File: src/rtl/deadtime_pkg.sv
// Shared types and constants for the multi-channel dead-time generator.
package deadtime_pkg;

  typedef enum logic [1:0] {
    IDLE  = 2'd0,
    DEAD  = 2'd1,
    HS_ON = 2'd2,
    LS_ON = 2'd3
  } dt_state_e;

  localparam int SYNC_DEPTH = 2;

endpackage

File: src/rtl/deadtime_chan.sv
// One half-bridge channel: input synchronizer, dead-time FSM and registered gate drives.
module deadtime_chan
  import deadtime_pkg::*;
#(
  parameter int N = 12
) (
  input  logic         clk,
  input  logic         reset,
  input  logic         kill_i,
  input  logic         pwm_i,
  input  logic [N-1:0] dt_rise_i,
  input  logic [N-1:0] dt_fall_i,
  output logic         hs_o,
  output logic         ls_o,
  output logic         dt_active_o
);

  logic [SYNC_DEPTH-1:0] sync_q;
  logic                  pwm_q;
  dt_state_e             state_q;
  logic [N-1:0]          cnt_q;
  logic                  tgt_q;
  logic                  hs_q, ls_q, dta_q;
  logic [N-1:0]          dt_d;
  logic                  cnt_last;

  always_ff @(posedge clk) begin
    if (reset) sync_q <= '0;
    else       sync_q <= {sync_q[SYNC_DEPTH-2:0], pwm_i};
  end

  assign pwm_q = sync_q[SYNC_DEPTH-1];

  // Dead time for a transition towards the current pwm_q level.
  assign dt_d     = pwm_q ? dt_rise_i : dt_fall_i;
  // A zero dead time latched on start still finishes after one dead cycle.
  assign cnt_last = (cnt_q[N-1:1] == '0);

  always_ff @(posedge clk) begin
    if (reset) begin
      state_q <= IDLE;
      cnt_q   <= '0;
      tgt_q   <= 1'b0;
      hs_q    <= 1'b0;
      ls_q    <= 1'b0;
      dta_q   <= 1'b0;
    end else if (kill_i) begin
      state_q <= IDLE;
      hs_q    <= 1'b0;
      ls_q    <= 1'b0;
      dta_q   <= 1'b0;
    end else begin
      case (state_q)
        IDLE: begin
          state_q <= DEAD;
          tgt_q   <= pwm_q;
          cnt_q   <= dt_d;
          dta_q   <= 1'b1;
        end
        DEAD: begin
          if (pwm_q != tgt_q) begin
            tgt_q <= pwm_q;
            cnt_q <= dt_d;
          end else if (cnt_last) begin
            state_q <= tgt_q ? HS_ON : LS_ON;
            hs_q    <= tgt_q;
            ls_q    <= ~tgt_q;
            dta_q   <= 1'b0;
          end else begin
            cnt_q <= cnt_q - N'(1);
          end
        end
        HS_ON: begin
          if (!pwm_q) begin
            hs_q  <= 1'b0;
            tgt_q <= 1'b0;
            cnt_q <= dt_d;
            if (dt_d == '0) begin
              state_q <= LS_ON;
              ls_q    <= 1'b1;
            end else begin
              state_q <= DEAD;
              dta_q   <= 1'b1;
            end
          end
        end
        LS_ON: begin
          if (pwm_q) begin
            ls_q  <= 1'b0;
            tgt_q <= 1'b1;
            cnt_q <= dt_d;
            if (dt_d == '0) begin
              state_q <= HS_ON;
              hs_q    <= 1'b1;
            end else begin
              state_q <= DEAD;
              dta_q   <= 1'b1;
            end
          end
        end
        default: begin
          state_q <= IDLE;
          hs_q    <= 1'b0;
          ls_q    <= 1'b0;
          dta_q   <= 1'b0;
        end
      endcase
    end
  end

  assign hs_o        = hs_q;
  assign ls_o        = ls_q;
  assign dt_active_o = dta_q;

endmodule

File: src/rtl/deadtime_gen_mc.sv
// CH-channel complementary dead-time generator with shared fault latch and enable gating.
module deadtime_gen_mc
  import deadtime_pkg::*;
#(
  parameter int CH = 3,
  parameter int N  = 12
) (
  input  logic          clk,
  input  logic          reset,
  input  logic          en,
  input  logic [CH-1:0] pwm_in,
  input  logic [N-1:0]  dt_rise,
  input  logic [N-1:0]  dt_fall,
  input  logic          fault,
  input  logic          fault_clr,
  output logic [CH-1:0] hs_out,
  output logic [CH-1:0] ls_out,
  output logic [CH-1:0] dt_active,
  output logic          fault_latched
);

  logic fault_q;
  logic kill;

  // fault wins over fault_clr in the same cycle.
  always_ff @(posedge clk) begin
    if (reset)          fault_q <= 1'b0;
    else if (fault)     fault_q <= 1'b1;
    else if (fault_clr) fault_q <= 1'b0;
  end

  // Raw fault is included so gates drop on the very edge the fault is sampled.
  assign kill          = ~en | fault | fault_q;
  assign fault_latched = fault_q;

  for (genvar g = 0; g < CH; g++) begin : g_chan
    deadtime_chan #(.N(N)) u_chan (
      .clk         (clk),
      .reset       (reset),
      .kill_i      (kill),
      .pwm_i       (pwm_in[g]),
      .dt_rise_i   (dt_rise),
      .dt_fall_i   (dt_fall),
      .hs_o        (hs_out[g]),
      .ls_o        (ls_out[g]),
      .dt_active_o (dt_active[g])
    );
  end

endmodule

File: config.mk
export PLATFORM = sky130hd
export DESIGN_NAME = deadtime_gen_mc
export DESIGN_NICKNAME = d
export VERILOG_FILES = /design/src/rtl/deadtime_pkg.sv /design/src/rtl/deadtime_chan.sv /design/src/rtl/deadtime_gen_mc.sv
export SDC_FILE = /design/constraint.sdc
export NUM_CORES = 1
export LEC_CHECK = 0
export ABC_AREA = 0
export CAP_MARGIN = 15
export CORE_ASPECT_RATIO = 0.9
export CORE_MARGIN = 2
export CORE_UTILIZATION = 52
export DETAILED_ROUTE_END_ITERATION = 6
export PLACE_DENSITY_LB_ADDON = 0.08
export SYNTH_ARGS = -nofsm -noshare
export SYNTH_HDL_FRONTEND = slang
export SYNTH_SLANG_ARGS = --single-unit
File: constraint.sdc
create_clock -name clk -period 2 [get_ports clk]
set_input_delay 0.4 -clock clk [delete_from_list [all_inputs] [get_ports clk]]
set_output_delay 0.4 -clock clk [all_outputs]
set_load 0.02 [all_outputs]
==> reports/metrics.cfg <==
[status]
status = complete, but fails checks
violations = negative setup slack

[sta]
worst_slew_pin_slew_ns = 0.515
fin_ws_ns = -0.0186
slew_violations = 0
finalCritPeriodShare_pct = 101
finalClockSkew_ns = 0.00708
rsz0062_at_grt = yes
max_slew_margin_pct = 65.7
final_hold_viol_count = 0
setup_viol = 4
min_period_ns = 2.02
timing.fmax_mhz = 495
whs_ns = 0.381

[synth]
synth-seq-area-share_pct = 29.1
syn_area_mm2 = 0.00419
yosys.area_share.simple_pct = 25.8
synth_top_family_by_area = compound AO/OA/AOI/OAI gates
netlist_top_cells_area = dfxtp_1 (29%), mux2i_1 (7.6%), a21oi_1 (7.5%), o21ai_0 (5.1%), nand2_1 (4.3%)
yosys.area_share.adder_pct = 0.896
synth_xor_area_share_pct = 1.67
synth-seq-cells = 61
synth.mux.area_fraction_pct = 8.99
syn-num-nets = 594
synth_cell_type_count = 70
ys_warn_count = 0
synth-compound-area-share_pct = 27.1
avgSynthCellArea_um2 = 7.50
synth_largest_area_cell = dfxtp_1
synth_edf_count = 0
synth-main-ff-cell = dfxtp_1
syn-instance-count = 559
async_flop_share_pct = 0
yosysTopAreaCellShare_pct = 29.1

[final_layout]
layout-drive-gt1-share_pct = 24.9
antenna_cells = 0
final_cells = 783
layout.nets = 715
layout_common_cells = buf_4 (108), a21oi_1 (61), dfxtp_1 (59), nand2_1 (47), nor2_1 (44)
multi_input_area_mm2 = 0.00281
fill_cells = 651
regArea_mm2 = 0.00122
area_delta_synth_final_pct = 36.4
layout_commonest_cell = buf_4

[clock_tree]
cts_tree = done
worstSkewPairLatency_ns = 0.35
htreeDepth = 3
cts.path.max_buffers = 2
cts.sinks = 61
cts_buffers = 9
cts_root_buf = clkbuf_8
clk_pin_slew_ns = 0.07

[global_routing]
grt_max_degree = 22
antenna_found_initial = 0
grt_overflow = 0
grt_pass1_vias = 4402
grt_pass1_wl_mm = 21.5
grt_usage_pct = 30.8

[worst_setup_path]
cp_common_cell = or4_4
path_cells = or4_4 > or4_4 > o21ai_4 > buf_6 > o21ai_2 > a21oi_2
cp.arrival_ns = 2.30
reg2reg_depth = 6
slowest_stage = or4_4
critPathLaunchType = flop
crit_path_end_kind = flop
path_class = reg -> reg
required_ns = 2.28
worstPathMaxFanout = 5
slowest_delay_ns = 0.54

[pwr]
worst_ir_drop_vdd_mv = 0.435
leakage_nw = 2.19
p_per_area_mw_per_mm2 = 625

[placement]
io_buffers = 41
gp_congestion = 0.905
dp_hpwl_mm = 9.88
dp_slack_ns = -0.405
place_inst = 761

[worst_hold_path]
hp-class = in -> reg
min_path_cells = 2

[route]
wl_per_cell_um = 17.3
firstDrtPassIters = 5
drc = 0
routed_via_density = 6.06
antenna_left = 0
drt-initial-drc-count = 318
via_count = 4748
routed_wl_mm = 13.6

[floorplanning]
core_area_mm2 = 0.00795
num_rows = 31
die-area_mm2 = 0.00879
io_pins = 42
die_w_um = 98.6
die_y_um = 89.2
start_util_pct = 52.7

[run]
maxCapViolations = 0

## sequential cells by signal, summed over array words and instances, names as in the netlist
register and cells:
g_chan.u_chan.cnt_q 36, fault_latched 1, g_chan.u_chan.ls_o 3, g_chan.u_chan.hs_o 3, g_chan.u_chan.tgt_q 3, g_chan.u_chan.sync_q 6, g_chan.u_chan.dt_active_o 3, g_chan.u_chan.state_q 6
## worst max-delay path: cells and delay by family, from the launching register on
family | cells | cell delay, ns
AOI/OAI and AO/OA | 3 | 0.40
buffers and inverters | 1 | 0.15
DFF | 1 | 0.33
and+or+nand+nor | 2 | 1.07
## stage by stage
step | area, µm² | TNS (ns) | utilization (%) | power, mW
2_1_floorplan | 4200 | 0 | - | 1.83
3_3_place_gp | 5330 | -12.64 | 67.0 | 2.24
3_5_place_dp | 5330 | -13.55 | 67.0 | 2.25
4_1_cts | 5610 | 0 | 70.5 | 3.51
5_1_grt | 5710 | -0.337 | 71.9 | 3.72
6_report | 5710 | -0.0417 | 71.9 | 3.57
## logic make-up after synthesis
family                     count (synthesis)
AOI/OAI and AO/OA                        181
xor gates and xnor gates                   8
adders and majority gates                  3
buffers and inverters                     61
DFF                                       61
muxes                                     37
and+or+nand+nor                          208
## report_power, final
part | internal [mW] | total [mW] | switching [mW] | leakage (nW)
Sequential | 1.27 | 1.33 | 0.0569 | 0.499
Combinational | 0.486 | 1.00 | 0.515 | 1.58
Clock | 0.722 | 1.25 | 0.525 | 0.112
## timing repair
action | CTS | global route
buffers inserted | 4 | 3
resized for setup | 9 | 21
pin swaps | 5 | 10
hold buffers | 0 | 0
endpoints found under the setup margin | 10 | 33
## per-layer routing
| metal | GRT usage [%] | routed length [µm] |
|---|---|---|
| met5 | 0 | 0 |
| met4 | 9.22 | 233 |
| met3 | 6.10 | 1040 |
| met2 | 52.6 | 6410 |
| met1 | 40.0 | 5880 |
## final timing paths
path / startpoint / to / slack, ns
worst max register to register: g_chan[2].u_chan.cnt_q[7] / g_chan[2].u_chan.cnt_q[6] / -0.02
worst max-delay path: g_chan[2].u_chan.cnt_q[7] / g_chan[2].u_chan.cnt_q[6] / -0.02
worst min register to register: g_chan[1].u_chan.sync_q[0] / g_chan[1].u_chan.sync_q[1] / 0.44
worst min-delay path: reset / g_chan[0].u_chan.cnt_q[7] / 0.38
## area by class of cell
| class | instances | area share [%] |
|---|---|---|
| Clock inverter | 5 | 1.31 |
| Tap cell | 99 | 2.17 |
| Timing Repair Buffer | 154 | 22.4 |
| Inverter | 17 | 1.12 |
| Sequential cell | 61 | 21.4 |
| Clock buffer | 10 | 2.41 |
| Multi-Input combinational cell | 437 | 49.2 |
## synth_stat cells, types with 3 or more instances
library cell,number
a211o_1,5
a211oi_1,5
a21o_1,6
a21oi_1,63
a31oi_1,10
a41oi_1,3
and2_1,4
and3_1,4
buf_1,7
buf_2,3
buf_4,9
clkbuf_1,25
dfxtp_1,61
ha_1,3
inv_1,17
mux2_2,5
mux2i_1,32
nand2_1,48
nand2b_1,8
nand3_1,24
nand4_1,5
nor2_1,44
nor2b_1,11
nor3_1,20
nor3b_1,3
nor4_1,14
o211ai_1,4
o21a_1,4
o21ai_0,43
o21ai_1,5
o22ai_1,3
o32ai_1,3
or3_1,4
xnor2_1,4
xor2_1,4
Power figures use the tool's default switching activity.
